<file path="src/rtl/pipe_reg_skid.sv">
// pipe_reg_skid: valid/ready stage register with 2-entry skid buffer, flush and bubble-zeroed ctrl.
// Define PIPE_REG_SKID_STATS_EN to add the saturating stall_cnt output.
module pipe_reg_skid #(
    parameter int DATA_W = 69,
    parameter int CTRL_W = 2
) (
    input  logic              clock,
    input  logic              resetn,
    input  logic              in_valid,
    output logic              in_ready,
    input  logic [CTRL_W-1:0] in_ctrl,
    input  logic [DATA_W-1:0] in_data,
    input  logic              flush,
    output logic              out_valid,
    input  logic              out_ready,
    output logic [CTRL_W-1:0] out_ctrl,
    output logic [DATA_W-1:0] out_data,
    output logic [1:0]        occupancy
`ifdef PIPE_REG_SKID_STATS_EN
    ,
    output logic [15:0]       stall_cnt
`endif
);
    typedef enum logic [1:0] {EMPTY = 2'd0, BUSY = 2'd1, FULL = 2'd2} state_t;
    state_t            r_state;
    logic [DATA_W-1:0] r_main_data, r_skid_data;
    logic [CTRL_W-1:0] r_main_ctrl, r_skid_ctrl;
    logic              w_accept, w_pop;
    assign in_ready  = r_state != FULL;
    assign out_valid = r_state != EMPTY;
    assign out_data  = r_main_data;
    assign out_ctrl  = out_valid ? r_main_ctrl : '0;
    assign occupancy = r_state == FULL ? 2'd2 : r_state == BUSY ? 2'd1 : 2'd0;
    assign w_accept  = in_valid & in_ready;
    assign w_pop     = out_valid & out_ready;
    always_ff @(posedge clock or negedge resetn) begin
        if (!resetn) begin
            r_state     <= EMPTY;
            r_main_data <= '0;
            r_main_ctrl <= '0;
            r_skid_data <= '0;
            r_skid_ctrl <= '0;
        end else if (flush) begin
            r_state     <= EMPTY;
            r_main_ctrl <= '0;
            r_skid_ctrl <= '0;
        end else begin
            case (r_state)
                EMPTY: if (w_accept) begin
                    r_state     <= BUSY;
                    r_main_data <= in_data;
                    r_main_ctrl <= in_ctrl;
                end
                BUSY: if (w_accept && !w_pop) begin
                    r_state     <= FULL;
                    r_skid_data <= in_data;
                    r_skid_ctrl <= in_ctrl;
                end else if (w_accept) begin
                    r_main_data <= in_data;
                    r_main_ctrl <= in_ctrl;
                end else if (w_pop) begin
                    r_state <= EMPTY;
                end
                FULL: if (w_pop) begin
                    r_state     <= BUSY;
                    r_main_data <= r_skid_data;
                    r_main_ctrl <= r_skid_ctrl;
                end
                default: r_state <= EMPTY;
            endcase
        end
    end
`ifdef PIPE_REG_SKID_STATS_EN
    logic [15:0] r_stall_cnt;
    assign stall_cnt = r_stall_cnt;
    always_ff @(posedge clock or negedge resetn) begin
        if (!resetn)
            r_stall_cnt <= '0;
        else if (out_valid && !out_ready && r_stall_cnt != 16'hFFFF)
            r_stall_cnt <= r_stall_cnt + 16'd1;
    end
`endif
endmodule

</file>
<file path="config.mk">
export PLATFORM = sky130hd
export DESIGN_NAME = pipe_reg_skid
export DESIGN_NICKNAME = d
export VERILOG_FILES = /design/src/rtl/pipe_reg_skid.sv
export SDC_FILE = /design/constraint.sdc
export NUM_CORES = 1
export LEC_CHECK = 0
export BUFFER_PORTS_ARGS = -buffer_cell sky130_fd_sc_hd__buf_4
export CAP_MARGIN = 10
export CORE_MARGIN = 1
export CORE_UTILIZATION = 58
export CTS_CLUSTER_SIZE = 24
export DETAILED_ROUTE_END_ITERATION = 16
export PLACE_DENSITY = 0.86
export SLEW_MARGIN = 20
export SYNTH_ARGS = -nofsm -noshare
export SYNTH_HDL_FRONTEND = slang
export SYNTH_SLANG_ARGS = --single-unit
</file>
<file path="constraint.sdc">
create_clock -name clock -period 4.9 [get_ports clock]
set_input_delay 0.98 -clock clock [delete_from_list [all_inputs] [get_ports clock]]
set_output_delay 0.98 -clock clock [all_outputs]
set_load 0.1 [all_outputs]
</file>
# [After elaboration in Yosys (flattened, before gate mapping)]
# Index checks and enable logic that the tools add are counted.
# W data, S select, Z words.
[totals] register_bits=144 input_bits=76
[op_classes] eq_ne=10 mux=22 bitwise=3 reduce_logical=13
[ops] cell="$mux W69" count=3
[ops] cell="$pmux W69 S3" count=1
[ops] cell="$mux W2" count=15
[ops] cell="$pmux W2 S3" count=2
[ops] cell="$ne A3 B3 Y1 const B" count=3
[ops] cell="$ne A4 B3 Y1 const B" count=2
[ops] cell="$reduce_and A4 Y1" count=2
[ops] cell="$ne A2 B2 Y1 const B" count=3
[ops] cell="$reduce_and A3 Y1" count=2
[ops] cell="$reduce_bool A2 Y1" count=3
[ops] cell="$reduce_bool A4 Y1" count=1
[ops] cell="$reduce_bool A3 Y1" count=1
[ops] cell="$and A1 B1 Y1" count=2
[ops] cell="$eq A2 B1 Y1 const B" count=1
[ops] cell="$eq A2 B2 Y1 const B" count=1
[ops] cell="$logic_not A2 Y1" count=1
[ops] cell="$reduce_and A2 Y1" count=1
[ops] cell="$logic_and A1 B1 Y1" count=1
[ops] cell="$logic_not A1 Y1" count=1
[ops] cell="$mux W1" count=1
[ops] cell="$not A1 Y1" count=1

# [Logic depth before layout (Yosys ltp)]
# Gate-level depths: netlist (run 1).
[depth] depth_word=7 depth_mapped=9 ltp_nobuf=5

# [Least setup slack after synthesis (run 1)]
# Ideal clock, no wire load.
[synth_timing] path_kind="flip-flop to output port" start="register r_state[1]" end="output port occupancy[0]" t_arrival_ns=1.744 setup_slack_ns=2.176 path_stages_with_launch=2 path_cell_list="dfrtp_1 > nor2b_1"
[synth_between] elab_chain_len=3
[synth_rtl] element="start: declaration" line="25" text="state_t r_state;"
[synth_rtl] element="start signal: assignment" line="38" text="r_state <= EMPTY;"
[synth_rtl] element="start signal: assignment" line="44" text="r_state <= EMPTY;"
[synth_rtl] element="start signal: assignment" line="50" text="r_state <= BUSY;"
[synth_rtl] element="$eq A2 B1 Y1" line="33" text="assign occupancy = r_state == FULL ? 2'd2 : r_state == BUSY ? 2'd1 : 2'd0;"
[synth_rtl] element="$mux W1" line="33"
[synth_rtl] element="$mux W2 *" line="33"
[synth_rtl] element="end: declaration" line="18" text="output logic [1:0] occupancy"
# Mark *: on every way between the ends. The rest lies on a longest branch, timed or not.

# [Worst setup path after layout (run 1)]
[layout_timing] start="register r_state[1]" end="output port occupancy[1]"
[layout_between] elab_chain_len=2
[layout_rtl] element="$eq A2 B2 Y1" line="33"
[layout_rtl] element="$mux W2" line="33"
# No other way between the ends.

==> flow_metrics.env, run 1 <==
export IMPL_outcome="finished clean"
export IMPL_hold_viol_final=0
export IMPL_cts_resized=0
export IMPL_seq_area_frac_synth_pct=57.9
export IMPL_grt_overflow_total=0
export IMPL_placed_cell_area_um2=7370
export IMPL_nets=700
export IMPL_cts_path_max_buffers=2
export IMPL_setup_viol=0
export IMPL_first_iter_violations=243
export IMPL_grt_pass1_wl_mm=23.9
export IMPL_drv_cap=0
export IMPL_synth_top_cell_by_area="dfrtp_1"
export IMPL_synth_area_um2=6220
export IMPL_dp_cells=741
export IMPL_ys_ff_latch=144
export IMPL_antenna_found_initial=0
export IMPL_p_leak_nw=3.54
export IMPL_p_total_mw=4.36
export IMPL_cp_arrival_ps=2070
export IMPL_numCtsBuffers=17
export IMPL_grt_pass1_vias=4777
export IMPL_pre_cts_slack_ps=1790
export IMPL_cp_required_ps=3920
export IMPL_rsz0062_at_grt="false"
export IMPL_post_cts_buffers=0
export IMPL_clock_latency_ps=520
export IMPL_htree_levels=4
export IMPL_max_freq_ghz=0.328
export IMPL_synth_top_area_share_pct=57.9
export IMPL_multiInputGateArea_um2=2410
export IMPL_initial_core_util_pct=60.0
export IMPL_ir_drop_uv=314
export IMPL_synth_avg_cell_area_um2=12.7
export IMPL_clock_sinks=144
export IMPL_drive_gt1_share_pct=42.4
export IMPL_syn_nets=564
export IMPL_synth_top_cells_by_area="dfrtp_1, mux2_2, mux2i_1"
export IMPL_wire_per_inst_um=19.2
export IMPL_hold_path_class="register to register"
export IMPL_yosysWarnings=0
export IMPL_final_area_um2=8010
export IMPL_final_cells=771
export IMPL_first_pass_iters=5
export IMPL_tritoncts="done"
export IMPL_avgViaCountPerCell=5.84
export IMPL_relSlewSlack_pct=37.3
export IMPL_grt_max_degree=117
export IMPL_coreArea_um2=10400
export IMPL_tightest_slew_ps=938
export IMPL_fp_dieArea_um2=11100
export IMPL_drc=0
export IMPL_route_vias_total=4500
export IMPL_grt_use_total_pct=28.1
export IMPL_cts_clk_slew_worst_paths_ps=60
export IMPL_finalSetupTns_ps=0
export IMPL_seq_area_um2=3600
export IMPL_finalCriticalPeriod_ps=3050
export IMPL_die_w_um=106
export IMPL_cp_max_fo=23
export IMPL_synth_cell_types=28
export IMPL_min_period_over_period_pct=62.2
export IMPL_finClkSkew_ps=13.1
export IMPL_cp_end_kind="primary output"
export IMPL_drt_total_wl_mm=14.8
export IMPL_powerDensity_nw_per_um2=545
export IMPL_std_cell_rows=37
export IMPL_slew_violations=0
export IMPL_syn_to_final_growth_pct=28.7
export IMPL_antennaDiodeCount=0
export IMPL_layout_setup_ws_ps=1850
export IMPL_place_hpwl_mm=8.99
export IMPL_die_y_um=106
export IMPL_nFillCells=674
export IMPL_ios=151
export IMPL_cts_hold_buf=0
export IMPL_worst_setup_path_start_kind="register"
export IMPL_routabilityCongestion=0.747
export IMPL_synthCells=488
export IMPL_cts_root_buf="clkbuf_8"
export IMPL_ant_nets=0
export IMPL_portBuffers=150
export IMPL_crit_type="register to primary output"
==> cell usage in the layout, fill, tap and decap left out, types with 3 or more instances in the layout <==
cell and count:
mux2_2 69, buf_4 154, o21ai_0 130, mux2i_1 71, dfrtp_1 144, clkinv_2 3
clkbuf_8 4, bufinv_16 5, nor2_1 4, clkbuf_16 16, o21ai_2 10
==> flip-flops by register name, summed over array words and instances, names as in the netlist <==
register     flops
out_data        69
r_skid_data     69
r_main_ctrl      2
r_skid_ctrl      2
r_state          2
==> Yosys cell counts <==
| master | instances |
|---|---|
| a211oi_1 | 1 |
| a21oi_1 | 2 |
| a2bb2oi_1 | 1 |
| a2bb2oi_4 | 1 |
| and2_1 | 2 |
| buf_12 | 1 |
| buf_2 | 15 |
| buf_4 | 2 |
| buf_6 | 2 |
| clkbuf_1 | 14 |
| clkbuf_2 | 5 |
| clkinv_2 | 1 |
| dfrtp_1 | 144 |
| mux2_1 | 2 |
| mux2_2 | 69 |
| mux2i_1 | 71 |
| nand2_1 | 2 |
| nand2b_1 | 1 |
| nand3b_1 | 1 |
| nor2_1 | 4 |
| nor2b_1 | 2 |
| nor3_2 | 1 |
| o21ai_0 | 130 |
| o21ai_2 | 10 |
| or2_1 | 1 |
| or2_2 | 1 |
| or2b_1 | 1 |
| xnor2_1 | 1 |
==> per-layer routing <==
layer  share of wire, %  track usage, %  vias to the layer above
met4                2.0            10.6                        0
met2                 50            46.6                      149
li1                   -               -                     2023
met5                  0               0                        -
met1                 42            35.9                     2304
met3                6.2            7.24                       24
==> report_power, final <==
group / switching [mW] / total (mW) / internal, mW
Sequential: 0.154 / 1.61 / 1.46
Clock: 0.480 / 1.38 / 0.900
Combinational: 1.01 / 1.37 / 0.363
Total: 1.64 / 4.36 / 2.72
==> worst max-delay path, stage by stage, from the launching register on <==
cell	delay, ps
dfrtp_1	430
nand2b_1	200
clkinv_2	480
buf_4	430
==> final timing paths <==
path	start	end	slack, ps	cells past startpoint
setup / recovery	r_state[1]	occupancy[1]	1850	3
hold / removal	r_skid_data[63]	r_skid_data[63]	500	1
setup reg to reg	r_state[1]	out_data[16]	2110	6
hold reg to reg	r_skid_data[63]	r_skid_data[63]	500	1
max in group asynchronous	resetn	r_skid_data[15]	3380	2
min in group asynchronous	resetn	out_data[67]	580	1
==> logic make-up after synthesis <==
kind of cell / share of synthesized area (%)
AO/OA/AOI/OAI: 12.7
AND/OR/NAND/NOR: 1.47
multiplexers: 24.3
XOR/XNOR: 0.141
buffers and inverters: 3.46
flip-flops: 57.9
==> metrics by stage <==
stage | utilization (%) | hold WS, ps
6_report | 77.2 | 504
5_1_grt | 77.2 | 516
4_1_cts | 77.2 | 509
3_5_place_dp | 71.1 | 496
3_3_place_gp | 71.1 | 469
2_1_floorplan | - | 458
==> cell type report <==
cell class | instances | share of cell area, %
inverters | 1 | 0.0625
repair buffers | 156 | 14.9
flip-flops and latches | 144 | 45.0
multi-input cells | 304 | 30.1
clock buffers | 20 | 5.56
clock inverters | 10 | 2.31
well taps | 136 | 2.13
(Power assumes the default switching activity.)
==> inputs of run 2 (changes only) <==
--- a/config.mk
+++ b/config.mk
@@ -8,10 +8,10 @@
 export BUFFER_PORTS_ARGS = -buffer_cell sky130_fd_sc_hd__buf_4
 export CAP_MARGIN = 10
 export CORE_MARGIN = 1
-export CORE_UTILIZATION = 58
+export CORE_UTILIZATION = 48
 export CTS_CLUSTER_SIZE = 24
 export DETAILED_ROUTE_END_ITERATION = 16
-export PLACE_DENSITY = 0.86
+export PLACE_DENSITY = 0.76
 export SLEW_MARGIN = 20
 export SYNTH_ARGS = -nofsm -noshare
 export SYNTH_HDL_FRONTEND = slang
==> constraint.sdc (replaced) <==
create_clock -name clock -period 2.6 [get_ports clock]
set_input_delay 0.52 -clock clock [delete_from_list [all_inputs] [get_ports clock]]
set_output_delay 0.52 -clock clock [all_outputs]
set_load 0.1 [all_outputs]
==> run 2 against run 1 <==
Via count decreased by 1.8%. Clock skew down 6.1 ps. Wire length decreased by 3.3%. First-iteration DRC count increased by 22%. Critical path type unchanged. Die area up 20%.
==> flow_metrics.env, run 2 (same netlist as run 1, synthesis figures left out) <==
export IMPL_outcome="finished clean"
export IMPL_nets=707
export IMPL_die_y_um=116
export IMPL_pwr_share_comb_pct=33.2
export IMPL_grt_overflow_total=0
export IMPL_layout_common_cells="buf_4, dfrtp_1, o21ai_0, mux2i_1, mux2_2"
export IMPL_place_hpwl_mm=9.41
export IMPL_timing_hold_ws_ps=336
export IMPL_relSlewSlack_pct=53.6
export IMPL_cp_arrival_ps=1580
export IMPL_drc=0
export IMPL_hold_viol_final=0
export IMPL_p_sw_share_pct=38.9
export IMPL_slew_violations=0
export IMPL_cts_root_buf="clkbuf_16"
export IMPL_ios=151
export IMPL_drt_total_wl_mm=14.3
export IMPL_wire_per_inst_um=17.6
export IMPL_tritoncts="done"
export IMPL_antenna_found_initial=0
export IMPL_post_cts_buffers=0
export IMPL_grt_pass1_vias=4624
export IMPL_setup_viol=0
export IMPL_worst_setup_path_start_kind="register"
export IMPL_htree_levels=4
export IMPL_finalSetupTns_ps=0
export IMPL_cts_path_max_buffers=2
export IMPL_drv_cap=0
export IMPL_fp_dieArea_um2=13400
export IMPL_avgViaCountPerCell=5.42
export IMPL_clock_power_share_pct=27.9
export IMPL_path_cells="or2_2 -> and2_1 -> buf_4"
export IMPL_finalCriticalPeriod_ps=2100
export IMPL_min_period_over_period_pct=80.6
export IMPL_p_int_mw=4.74
export IMPL_first_pass_iters=4
export IMPL_hold_path_class="primary input to register"
export IMPL_grt_use_total_pct=22.5
export IMPL_finClkSkew_ps=6.96
export IMPL_cpMaxStageDelayCell="dfrtp_1"
export IMPL_p_leak_nw=3.54
export IMPL_cts_hold_buf=1
export IMPL_rrSetupSlack_ps=600
export IMPL_tightest_slew_ps=695
export IMPL_worstSetupStartpoint="r_state[1]"
export IMPL_cp_num_buf_inv=1
export IMPL_route_vias_total=4418
export IMPL_layout_commonest_cell="buf_4"
export IMPL_powerDensity_nw_per_um2=969
export IMPL_grt_max_degree=72
export IMPL_numCtsBuffers=17
export IMPL_ant_nets=0
export IMPL_clock_latency_ps=420
export IMPL_cp_end_kind="primary output"
export IMPL_portBuffers=150
export IMPL_coreArea_um2=12600
export IMPL_ir_drop_uv=459
export IMPL_initial_core_util_pct=49.3
export IMPL_clock_sinks=144
export IMPL_first_iter_violations=297
export IMPL_crit_type="register to primary output"
export IMPL_die_w_um=116
export IMPL_max_freq_ghz=0.477
export IMPL_cp_max_fo=6
export IMPL_std_cell_rows=41
export IMPL_cts_resized=0
export IMPL_hold_start="in_data[14]"
export IMPL_grt_pass1_wl_mm=22.9
export IMPL_switchingPower_mw=3.02
export IMPL_syn_to_final_growth_pct=28.8
export IMPL_cpPeakStageDelay_ps=430
export IMPL_fin_util_pct=63.5
export IMPL_antennaDiodeCount=0
export IMPL_cts_clk_slew_worst_paths_ps=60
export IMPL_rsz0062_at_grt="false"
export IMPL_seqPwrFrac_pct=38.8
export IMPL_routabilityCongestion=0.769
export IMPL_rr_startpoint="r_state[0]"
export IMPL_drive_gt1_share_pct=42.6
export IMPL_cp_top_family="simple AND/OR/NAND/NOR gates"
export IMPL_cp_required_ps=2080
-- run 2: cell count changes in the layout (fill, tap and decap cells not counted), sizes merged --
| cell | before | now |
|---|---|---|
| buf | 155 | 162 |
| bufinv | 5 | 0 |
| clkbuf | 21 | 24 |
| clkinv | 5 | 7 |
| clkinvlp | 1 | 0 |
| dlygate4sd3 | 0 | 1 |
| inv | 0 | 1 |
-- run 2: per-stage QoR --
| stage | setup WS [ps] | instances | total power [mW] | area (um2) |
|---|---|---|---|---|
| floorplan | 336 | 488 | 4.97 | 6220 |
| detailed placement | 399 | 783 | 5.65 | 7480 |
| CTS | 478 | 815 | 7.83 | 8010 |
| global placement | 473 | 783 | 5.57 | 7480 |
| global route | 440 | 815 | 8.08 | 8010 |
| finish | 504 | 815 | 7.77 | 8010 |
-- run 2: power groups by stage --
stage	clock (mW)	sequential (mW)	combinational [mW]
6_report	2.17	3.02	2.58
4_1_cts	2.22	3.01	2.60
3_5_place_dp	0	3.05	2.60
5_1_grt	2.31	3.07	2.70
3_3_place_gp	0	3.02	2.55
2_1_floorplan	0	4.36	0.607
-- run 2: per-layer routing --
metal | part of all wire, % | track usage, % | up-vias
li1 | - | - | 2048
met1 | 43 | 28.1 | 2216
met2 | 49 | 36.5 | 134
met3 | 6.2 | 5.86 | 20
met4 | 2.0 | 11.0 | 0
met5 | 0 | 0 | -
-- run 2: layout make-up --
cell class	count	area (um2)
Sequential cell	144	3600
Clock inverter	7	35.0
Clock buffer	24	492
Fill cell	1010	4610
Timing Repair Buffer	163	1250
Inverter	1	6.26
Tap cell	172	215
Multi-Input combinational cell	304	2410
-- run 2: final timing paths --
path | to | cells past startpoint
worst min register to register | r_skid_data[14] | 1
worst min-delay path | r_skid_data[14] | 2
min in group asynchronous | r_skid_data[65] | 2
max in group asynchronous | r_skid_data[55] | 3
worst max register to register | r_main_ctrl[0] | 6
worst max-delay path | out_ctrl[1] | 3
==> inputs of run 3 (changes only) <==
--- a/config.mk
+++ b/config.mk
@@ -8,10 +8,10 @@
 export BUFFER_PORTS_ARGS = -buffer_cell sky130_fd_sc_hd__buf_4
 export CAP_MARGIN = 10
 export CORE_MARGIN = 1
-export CORE_UTILIZATION = 48
+export CORE_UTILIZATION = 53
 export CTS_CLUSTER_SIZE = 24
 export DETAILED_ROUTE_END_ITERATION = 16
-export PLACE_DENSITY = 0.76
+export PLACE_DENSITY = 0.79
 export SLEW_MARGIN = 20
 export SYNTH_ARGS = -nofsm -noshare
 export SYNTH_HDL_FRONTEND = slang
==> constraint.sdc (replaced) <==
create_clock -name clock -period 2.1 [get_ports clock]
set_input_delay 0.42 -clock clock [delete_from_list [all_inputs] [get_ports clock]]
set_output_delay 0.42 -clock clock [all_outputs]
set_load 0.1 [all_outputs]
==> run 3 against run 2 <==
Die area decreased by 9.3%. First-iteration DRC count fell by 23%. Sequential power rose by 24%. Clock power grew 42%. Power is 29% higher. Via count is 1.2% higher. Clock skew grew 1.1 ps. Flip-flop and latch count unchanged. Wire length grew 1.2%. Design area increased by 1.2%. Cell count decreased by 3.1%. Global-route usage is 3.1 points higher. Largest power group unchanged.
==> flow_metrics.env, run 3 (same netlist as run 1, synthesis figures left out) <==
export IMPL_hold_path_class="primary input to register"
export IMPL_cpPeakStageDelay_ps=410
export IMPL_syn_to_final_growth_pct=30.4
export IMPL_grt_overflow_total=0
export IMPL_outcome="finished clean"
export IMPL_grt_max_degree=72
export IMPL_cp_required_ps=1680
export IMPL_htree_levels=4
export IMPL_fp_dieArea_um2=12200
export IMPL_clock_power_share_pct=30.8
export IMPL_drc=0
export IMPL_finalCriticalPeriod_ps=2010
export IMPL_r2r_end="out_data[53]"
export IMPL_route_vias_total=4473
export IMPL_finClkSkew_ps=8.02
export IMPL_tightest_slew_ps=500
export IMPL_switchingPower_mw=3.79
export IMPL_wire_per_inst_um=18.3
export IMPL_layout_commonest_cell="buf_4"
export IMPL_rrSetupSlack_ps=190
export IMPL_final_area_um2=8110
export IMPL_layout_common_cells="buf_4, dfrtp_1, o21ai_0, mux2i_1, mux2_2"
export IMPL_grt_pass1_vias=4603
export IMPL_hold_start="in_data[14]"
export IMPL_post_cts_buffers=0
export IMPL_p_sw_share_pct=37.7
export IMPL_cp_num_buf_inv=2
export IMPL_cp_end_kind="primary output"
export IMPL_grt_pass1_wl_mm=23.3
export IMPL_rsz0062_at_grt="false"
export IMPL_ant_nets=0
export IMPL_drv_cap=0
export IMPL_nets=710
export IMPL_p_int_mw=6.26
export IMPL_avgViaCountPerCell=5.66
export IMPL_first_pass_iters=4
export IMPL_hold_path_end="r_skid_data[14]"
export IMPL_numCtsBuffers=17
export IMPL_drt_total_wl_mm=14.5
export IMPL_ir_drop_uv=925
export IMPL_cts_root_buf="clkbuf_16"
export IMPL_dr_wl_met3_um=846
export IMPL_cp_arrival_ps=1590
export IMPL_powerDensity_nw_per_um2=1240
export IMPL_min_period_over_period_pct=95.7
export IMPL_drive_gt1_share_pct=43.3
export IMPL_clock_sinks=144
export IMPL_cpMaxStageDelayCell="dfrtp_1"
export IMPL_die_w_um=110
export IMPL_pwr_share_comb_pct=32.0
export IMPL_tritoncts="done"
export IMPL_antennaDiodeCount=0
export IMPL_cts_path_max_buffers=2
export IMPL_path_cells="nand2b_1 -> inv_4 -> buf_6"
export IMPL_antenna_found_initial=0
export IMPL_place_hpwl_mm=9.42
export IMPL_placed_cell_area_um2=7480
export IMPL_coreArea_um2=11400
export IMPL_relSlewSlack_pct=66.7
export IMPL_ios=151
export IMPL_p_leak_nw=3.58
export IMPL_die_y_um=110
export IMPL_cp_top_family="buffers and inverters"
export IMPL_hold_viol_final=0
export IMPL_rr_worst_depth=6
export IMPL_p_total_mw=10.1
export IMPL_slew_violations=0
export IMPL_cts_clk_slew_worst_paths_ps=50
export IMPL_std_cell_rows=39
export IMPL_portBuffers=150
export IMPL_rr_startpoint="r_state[0]"
export IMPL_max_freq_ghz=0.498
export IMPL_route_met2_wl_mm=7.24
export IMPL_first_iter_violations=229
export IMPL_seqPwrFrac_pct=37.2
export IMPL_clock_latency_ps=410
export IMPL_wl_met1_mm=6.17
export IMPL_worst_setup_path_start_kind="register"
export IMPL_crit_type="register to primary output"
export IMPL_routabilityCongestion=0.738
export IMPL_setup_viol=0
export IMPL_grt_use_total_pct=25.6
export IMPL_cp_max_fo=14
export IMPL_nFillCells=822
export IMPL_min_path_cells=2
export IMPL_initial_core_util_pct=54.5
export IMPL_top_layer="met4"
-- run 3: worst max path at each step --
stage,start,to,slack [ps],depth (start not counted)
2_1_floorplan,r_state[1],out_ctrl[0],-20,2
6_report,r_state[0],occupancy[1],90,3
3_3_place_gp,out_ready,out_data[6],240,6
5_1_grt,r_state[0],occupancy[1],20,3
3_5_place_dp,out_ready,out_data[48],170,6
4_1_cts,r_state[0],occupancy[1],2,3
-- run 3: power by group through the flow --
stage	combinational, mW	sequential, mW	clock, mW
2_1_floorplan	0.752	5.40	0
3_3_place_gp	3.16	3.74	0
3_5_place_dp	3.23	3.78	0
4_1_cts	3.24	3.74	3.14
5_1_grt	3.36	3.82	3.28
6_report	3.21	3.75	3.09
-- run 3: worst reg2reg max path: cells and delay by family, from the launching register on --
family                 cells  cell delay, ps
AOI/OAI and AO/OA          2             360
buffers and inverters      2             520
DFF                        1             410
and+or+nand+nor            2             550
-- run 3: repair_timing --
item,CTS,global route
gates resized for setup,0,1
hold buffers,1,0
hold endpoints to repair,36,0
endpoints found under the setup margin,0,1
-- run 3: final cells by class --
| type | count | area, um2 | share of cell area, % |
|---|---|---|---|
| clock buffer | 23 | 488 | 6.02 |
| clock inverter | 9 | 130 | 1.60 |
| inverter | 1 | 6.26 | 0.0771 |
| multi-input combinational | 304 | 2410 | 29.7 |
| sequential | 144 | 3600 | 44.4 |
| tap | 143 | 179 | 2.21 |
| timing repair buffer | 166 | 1290 | 16.0 |
-- run 3: per-layer routing --
metal  vias up  GRT usage (%)
li1       2038              -
met1      2286           33.3
met2       129           41.4
met3        20           6.53
met4         0           9.96
met5         -              0
-- run 3: stage by stage --
stage	worst slack [ps]	TNS [ps]	cells	hold slack [ps]	utilization (%)
after floorplan	-15.1	-30.2	488	124	-
after global placement	237	0	757	347	65.5
after detailed placement	174	0	757	361	65.5
after CTS	1.72	0	790	228	71.0
after global routing	21.8	0	790	230	71.0
final	91.0	0	790	237	71.0
